## config.mk

```make
export PLATFORM = sky130hd
export DESIGN_NAME = decim_filt_flat
export DESIGN_NICKNAME = d
export VERILOG_FILES = /design/src/rtl/decim_filt_pkg.sv /design/src/rtl/decim_filt_if.sv /design/src/rtl/decim_filt_mac.sv /design/src/rtl/decim_filt.sv /design/src/flat_wrapper.sv
export SDC_FILE = /design/constraint.sdc
export NUM_CORES = 1
export LEC_CHECK = 0
export CAP_MARGIN = 20
export CORE_MARGIN = 3
export CORE_UTILIZATION = 53
export CTS_BUF_LIST = sky130_fd_sc_hd__clkbuf_16
export DETAILED_ROUTE_END_ITERATION = 8
export GPL_ROUTABILITY_DRIVEN = 0
export PLACE_DENSITY = 0.77
export RECOVER_POWER = 25
export SLEW_MARGIN = 15
export SYNTH_ARGS = -nofsm -noshare
export SYNTH_HDL_FRONTEND = slang
export SYNTH_HIERARCHICAL = 1
export SYNTH_SLANG_ARGS = --single-unit
```

## constraint.sdc

```tcl
create_clock -name clk -period 4.8 [get_ports clk]
set_input_delay 0.72 -clock clk [delete_from_list [all_inputs] [get_ports clk]]
set_output_delay 0.72 -clock clk [all_outputs]
set_load 0.005 [all_outputs]
```

## src/rtl/decim_filt_pkg.sv

```systemverilog
// decim_filt_pkg: shared FSM state type and arithmetic helpers for the decimation filter.
package decim_filt_pkg;

   typedef enum logic [1:0] {IDLE, MAC, OUT} decim_state_t;

   // Widest accumulator needed so summing NUM_TAPS full-scale products cannot overflow
   function automatic int acc_width(input int data_width, input int coeff_width, input int num_taps);
      return data_width + coeff_width + $clog2(num_taps + 1);
   endfunction

   // Floor-rounding arithmetic right shift followed by clamp to a dw-bit signed range
   function automatic logic signed [63:0] sat_shift(input logic signed [63:0] a, input int sh, input int dw);
      logic signed [63:0] s, hi, lo;
      s  = a >>> sh;
      hi = (64'sd1 <<< (dw - 1)) - 64'sd1;
      lo = -(64'sd1 <<< (dw - 1));
      return s > hi ? hi : s < lo ? lo : s;
   endfunction

endpackage

```

## src/rtl/decim_filt_if.sv

```systemverilog
// decim_filt_if: sample stream, coefficient set and status bundle of decim_filt.
interface decim_filt_if #(
   parameter int DATA_WIDTH      = 5,
   parameter int TAP_COEFF_WIDTH = 5,
   parameter int NUM_TAPS        = 2
);
   logic                              in_valid;
   logic signed [DATA_WIDTH-1:0]      in;
   logic signed [TAP_COEFF_WIDTH-1:0] tap_coeffs [NUM_TAPS];
   logic signed [DATA_WIDTH-1:0]      out;
   logic                              out_valid;
   logic                              busy;
   logic                              overrun;

   modport master (output in_valid, in, tap_coeffs, input out, out_valid, busy, overrun);
   modport slave  (input in_valid, in, tap_coeffs, output out, out_valid, busy, overrun);
endinterface

```

## src/rtl/decim_filt_mac.sv

```systemverilog
// decim_filt_mac: single signed multiplier feeding a clearable accumulator.
module decim_filt_mac #(
   parameter int DW = 5,
   parameter int CW = 5,
   parameter int AW = 12
) (
   input  logic                 clk,
   input  logic                 rst_n,
   input  logic                 clr,
   input  logic                 en,
   input  logic signed [DW-1:0] a,
   input  logic signed [CW-1:0] b,
   output logic signed [AW-1:0] acc
);
   logic signed [DW+CW-1:0] prod;

   assign prod = a * b;

   always_ff @(posedge clk) begin
      if (!rst_n || clr)
         acc <= '0;
      else if (en)
         acc <= acc + {{(AW-DW-CW){prod[DW+CW-1]}}, prod};
   end
endmodule

```

## src/rtl/decim_filt.sv

```systemverilog
// decim_filt: FIR decimator; every DECIM_FACTOR-th accepted sample launches a
// time-shared MAC pass over a snapshot of the newest NUM_TAPS samples.
module decim_filt
   import decim_filt_pkg::*;
#(
   parameter int DATA_WIDTH      = 5,
   parameter int TAP_COEFF_WIDTH = 5,
   parameter int NUM_TAPS        = 2,
   parameter int DECIM_FACTOR    = 4
) (
   input logic         clk,
   input logic         rst_n,
   decim_filt_if.slave bus
);
   localparam int AW = acc_width(DATA_WIDTH, TAP_COEFF_WIDTH, NUM_TAPS);
   localparam int IW = NUM_TAPS > 1 ? $clog2(NUM_TAPS) : 1;
   localparam int PW = DECIM_FACTOR > 1 ? $clog2(DECIM_FACTOR) : 1;

   decim_state_t                 state, state_nx;
   logic signed [DATA_WIDTH-1:0] dl  [NUM_TAPS];
   logic signed [DATA_WIDTH-1:0] win [NUM_TAPS];
   logic [IW-1:0]                idx;
   logic [PW-1:0]                ph;
   logic signed [AW-1:0]         acc;
   logic                         trig, last, start, mac_en;

   assign trig = bus.in_valid && ph == PW'(DECIM_FACTOR - 1);
   assign last = idx == IW'(NUM_TAPS - 1);

   always_ff @(posedge clk)
      state <= !rst_n ? IDLE : state_nx;

   // OUT can hand straight over to a new pass, so a trigger there is not an overrun
   always_comb
      state_nx = state == MAC ? (last ? OUT : MAC) : (trig ? MAC : IDLE);

   always_comb begin
      start    = trig && state != MAC;
      mac_en   = state == MAC;
      bus.busy = state != IDLE;
   end

   always_ff @(posedge clk) begin
      if (!rst_n) begin
         dl            <= '{default: '0};
         win           <= '{default: '0};
         idx           <= '0;
         ph            <= '0;
         bus.out       <= '0;
         bus.out_valid <= 1'b0;
         bus.overrun   <= 1'b0;
      end else begin
         if (bus.in_valid) begin
            dl[0] <= bus.in;
            for (int i = 1; i < NUM_TAPS; i++) dl[i] <= dl[i-1];
            ph <= ph == PW'(DECIM_FACTOR - 1) ? '0 : ph + 1'b1;
         end
         if (start) begin
            win[0] <= bus.in;
            for (int i = 1; i < NUM_TAPS; i++) win[i] <= dl[i-1];
         end
         idx           <= start ? '0 : mac_en ? idx + 1'b1 : idx;
         bus.out_valid <= state == OUT;
         if (state == OUT)
            bus.out <= DATA_WIDTH'(sat_shift(64'(acc), TAP_COEFF_WIDTH - 1, DATA_WIDTH));
         if (trig && state == MAC)
            bus.overrun <= 1'b1;
      end
   end

   decim_filt_mac #(.DW(DATA_WIDTH), .CW(TAP_COEFF_WIDTH), .AW(AW)) u_mac (
      .clk   (clk),
      .rst_n (rst_n),
      .clr   (start),
      .en    (mac_en),
      .a     (win[idx]),
      .b     (bus.tap_coeffs[idx]),
      .acc   (acc)
   );
endmodule

```

## src/flat_wrapper.sv

```systemverilog
// flat-port wrapper written by rule: the top's interface ports become plain ports
module decim_filt_flat import decim_filt_pkg::*;
#(
   parameter int DATA_WIDTH      = 5,
   parameter int TAP_COEFF_WIDTH = 5,
   parameter int NUM_TAPS        = 2,
   parameter int DECIM_FACTOR    = 4
)
  (clk, rst_n, bus_in_valid, bus_in, bus_tap_coeffs, bus_out, bus_out_valid, bus_busy, bus_overrun);
  decim_filt_if #(.DATA_WIDTH(DATA_WIDTH), .TAP_COEFF_WIDTH(TAP_COEFF_WIDTH), .NUM_TAPS(NUM_TAPS)) bus_i ();
  input logic clk;
  input logic rst_n;
  input wire logic [$bits(bus_i.in_valid)-1:0] bus_in_valid;
  input wire logic [$bits(bus_i.in)-1:0] bus_in;
  input wire logic [$bits(bus_i.tap_coeffs)-1:0] bus_tap_coeffs;
  output wire logic [$bits(bus_i.out)-1:0] bus_out;
  output wire logic [$bits(bus_i.out_valid)-1:0] bus_out_valid;
  output wire logic [$bits(bus_i.busy)-1:0] bus_busy;
  output wire logic [$bits(bus_i.overrun)-1:0] bus_overrun;
  assign bus_i.in_valid = bus_in_valid;
  assign bus_i.in = bus_in;
  assign bus_i.tap_coeffs = {>>{bus_tap_coeffs}};
  assign bus_out = bus_i.out;
  assign bus_out_valid = bus_i.out_valid;
  assign bus_busy = bus_i.busy;
  assign bus_overrun = bus_i.overrun;
  decim_filt #(.DATA_WIDTH(DATA_WIDTH), .TAP_COEFF_WIDTH(TAP_COEFF_WIDTH), .NUM_TAPS(NUM_TAPS), .DECIM_FACTOR(DECIM_FACTOR)) u_core (.clk(clk), .rst_n(rst_n), .bus(bus_i));
endmodule
```

==> results.md <==
* Status: finished with violations
* Failing checks: negative setup slack
* HPWL after DPL at approximately 4.5 mm
* Nets@finish at 452
* TritonCTS Buffers at 5
* Netlist cell types at 38
* Final Hold Vio Count at 0
* Final setup violation count at 2
* Clk_skew at 0.00438 ns
* Post-Syn Instances at between 300 and 400
* R2R Setup Slk at -0.11 ns
* Post-route ant nets at 0
* Final wirelength at 6.43 mm
* Max IR drop VDD at between 0.3 and 0.4 mV
* Drt pass-1 iters at 4
* Worst EP arrival at 5.13 ns
* Avg WL per Cell at about 14 µm
* Initial antenna violation count at 0
* Fill cell count at a little under 400
* Final core occ at 0.741
* Site row count at 26
* Mean post-synth cell area at ~9.0 µm²
* Seq/Total Area, Yosys at 0.261
* H-tree depth at 2
* Remaining DRCs at 0
* Critical path required time at about 5.0 ns
* CTS max path bufs at 2
* Hold Buf Count CTS at 0
* Via density at between 5 and 6
* Io pins at 26
* DIE AREA at ~6600 µm²
* Leakage Power at between 1.5 and 2 nW
* CTS root buf: clkbuf_16
* CTS tree: built
* Period utilization at 1.02
* Total grt overflow at 0
* Total GRT Usage at 0.206
* # diodes at 0
* Slew Viols, Final at 0
* Die width at between 80 and 90 µm
* CTS Sinks at 39
* Area delta synth->final at 30.4%
* Starting density of the core at 0.568
* Latest clock arrival within the worst-skew pair at 0.27 ns
* CTS clk-pin slew, worst paths at 0.05 ns
* Crit start category: input port
* Crit. End Element: flip-flop
* Flops & latches, synth at 39
* Worst Slack Setup Final at -0.112 ns
* Post-synth EDFFs at 0
* Number of global-route vias before repair at 2462
* Die height at 81.2 µm
* Max-slew headroom at 0.494
* Proportion of layout cells with a drive suffix above 1 at 0.260
* Tmin final at 4.91 ns
* Ys async rst share at 0
* Synthesized area at roughly 3000 µm²
* Initial drt markers at just over 70
* Mapped Nets at ~400
* Hold WS at around 0.47 ns
* Max FO, Critical Path at 5
* IO Port Bufs at 25
* Hold WC Path Type: flip-flop to flip-flop
* Placed Cells incl. Taps at ~440
* Largest net degree at the start of global routing at 31
* Max Clk Rate at 204 MHz
* Slew @ Worst Pin at approximately 0.76 ns
* Core area at between 5000 and 6000 µm²
* Vias post-DR at 2502
* Ys flop type: dfxtp_1
* Setup CP Type: input port to flip-flop
* RSZ-0062 raised after global routing: true
* PD cells at just over 200 nW/µm²
* First-pass GRT wire length at roughly 11 mm
* Yosys warning total at 6
* Finished Layout Cells at 458
* Max-cap violations at 0
cells by family after synthesis:
group	synth area share
compound gates	0.152
xor+xnor	0.0585
fa+ha+maj	0.237
buf+inv	0.0664
flops	0.261
mux	0.0815
simple gates	0.144
cell type report:
type | count | area [µm²] | share of cell area
Clock inverter | 2 | 8.76 | 0.00224
Multi-Input combinational cell | 247 | 2230 | 0.572
Tap cell | 70 | 87.6 | 0.0224
Sequential cell | 39 | 785 | 0.201
Timing Repair Buffer | 61 | 539 | 0.138
Clock buffer | 5 | 125 | 0.0320
Inverter | 34 | 128 | 0.0327
registers in the layout, summed over array words and instances (netlist names):
signal	cells
u_core/dl	5
u_core/bus.out_valid	1
u_core/idx	1
u_core/state	2
u_core/bus.overrun	1
u_core/win	10
u_core/ph	2
u_core/u_mac/acc	12
u_core/bus.out	5
synth_stat cells, types with 3 or more instances:
cell type | number | area share
inv_1 | 33 | 0.041
o21bai_1 | 5 | 0.013
clkbuf_1 | 5 | 0.0063
a21o_1 | 4 | 0.010
mux2_2 | 11 | 0.041
or2_2 | 3 | 0.0063
a221oi_1 | 4 | 0.012
o21ai_0 | 17 | 0.028
a211o_1 | 3 | 0.0088
xnor2_1 | 16 | 0.047
ha_1 | 28 | 0.12
dfxtp_1 | 39 | 0.26
fa_1 | 18 | 0.12
xor2_1 | 4 | 0.012
nand2_1 | 15 | 0.019
and2_1 | 19 | 0.040
mux2i_1 | 12 | 0.040
buf_2 | 3 | 0.0050
nand3_1 | 11 | 0.018
nor2_1 | 25 | 0.031
nor2b_1 | 4 | 0.0084
a211oi_1 | 5 | 0.013
a21oi_1 | 27 | 0.045
per-stage QoR:
step,setup slack [ns],setup TNS [ns],total power [mW],area [µm²]
2_1_floorplan,0.00611,0,0.432,3040
3_3_place_gp,-0.641,-2.37,0.480,3470
3_5_place_dp,-0.682,-2.79,0.484,3470
4_1_cts,-0.138,-0.138,0.791,3710
5_1_grt,-0.304,-0.901,0.847,3910
6_report,-0.112,-0.184,0.805,3910
worst max-delay path: stages:
cell	delay, ns
buf_6	0.09
mux2_4	0.29
and2_4	0.17
fa_1	0.52
inv_2	0.04
fa_1	0.49
fa_1	0.51
inv_2	0.06
fa_2	0.37
a211oi_2	0.23
o21bai_1	0.10
a21oi_2	0.18
xnor2_2	0.11
buf_4	0.17
ha_4	0.27
nand2_2	0.07
o31ai_4	0.22
xor2_1	0.23
buf_4	0.14
nand4_1	0.06
nand2_1	0.08
path summary, 6_finish.rpt:
kind	from	endpoint	cells after the start
setup / recovery	bus_tap_coeffs[5]	u_core/u_mac/acc[11]	21
hold / removal	u_core/dl[6]	u_core/win[1]	2
setup reg to reg	u_core/idx	u_core/u_mac/acc[11]	21
hold reg to reg	u_core/dl[6]	u_core/win[1]	2
timing repair:
item / in CTS / in global routing
buffers inserted: 4 / 11
gates resized for setup: 41 / 22
endpoints found under the setup margin: 5 / 5
pin swaps: 24 / 38
gates cloned: 0 / 1
report_power, final:
part / internal [mW] / switching [mW] / leakage [nW]
clock network: 0.186 / 0.114 / 0.0671
logic: 0.0901 / 0.0813 / 1.36
registers: 0.330 / 0.00430 / 0.316
cells in the final DEF, fill, tap and decap left out, types with 6 or more instances in the layout:
cell             count
clkbuf_16            6
nand2_1             12
a21oi_1             20
inv_1               31
dfxtp_1             38
nand3_1             11
xnor2_1             13
clkdlybuf4s50_1     15
ha_1                22
buf_4               32
mux2i_1             12
o21ai_0             13
and2_1              14
fa_1                17
mux2_4               8
nor2_1              25
a21oi_2              7
routing by layer:
metal,share of wire,vias to the layer above,GRT usage
met5,0,-,0
met4,0.0089,0,0.0541
met3,0.029,8,0.0421
met2,0.54,46,0.379
met1,0.42,1216,0.240
li1,-,1232,-
No activity file was read; power rests on OpenSTA's default activity.
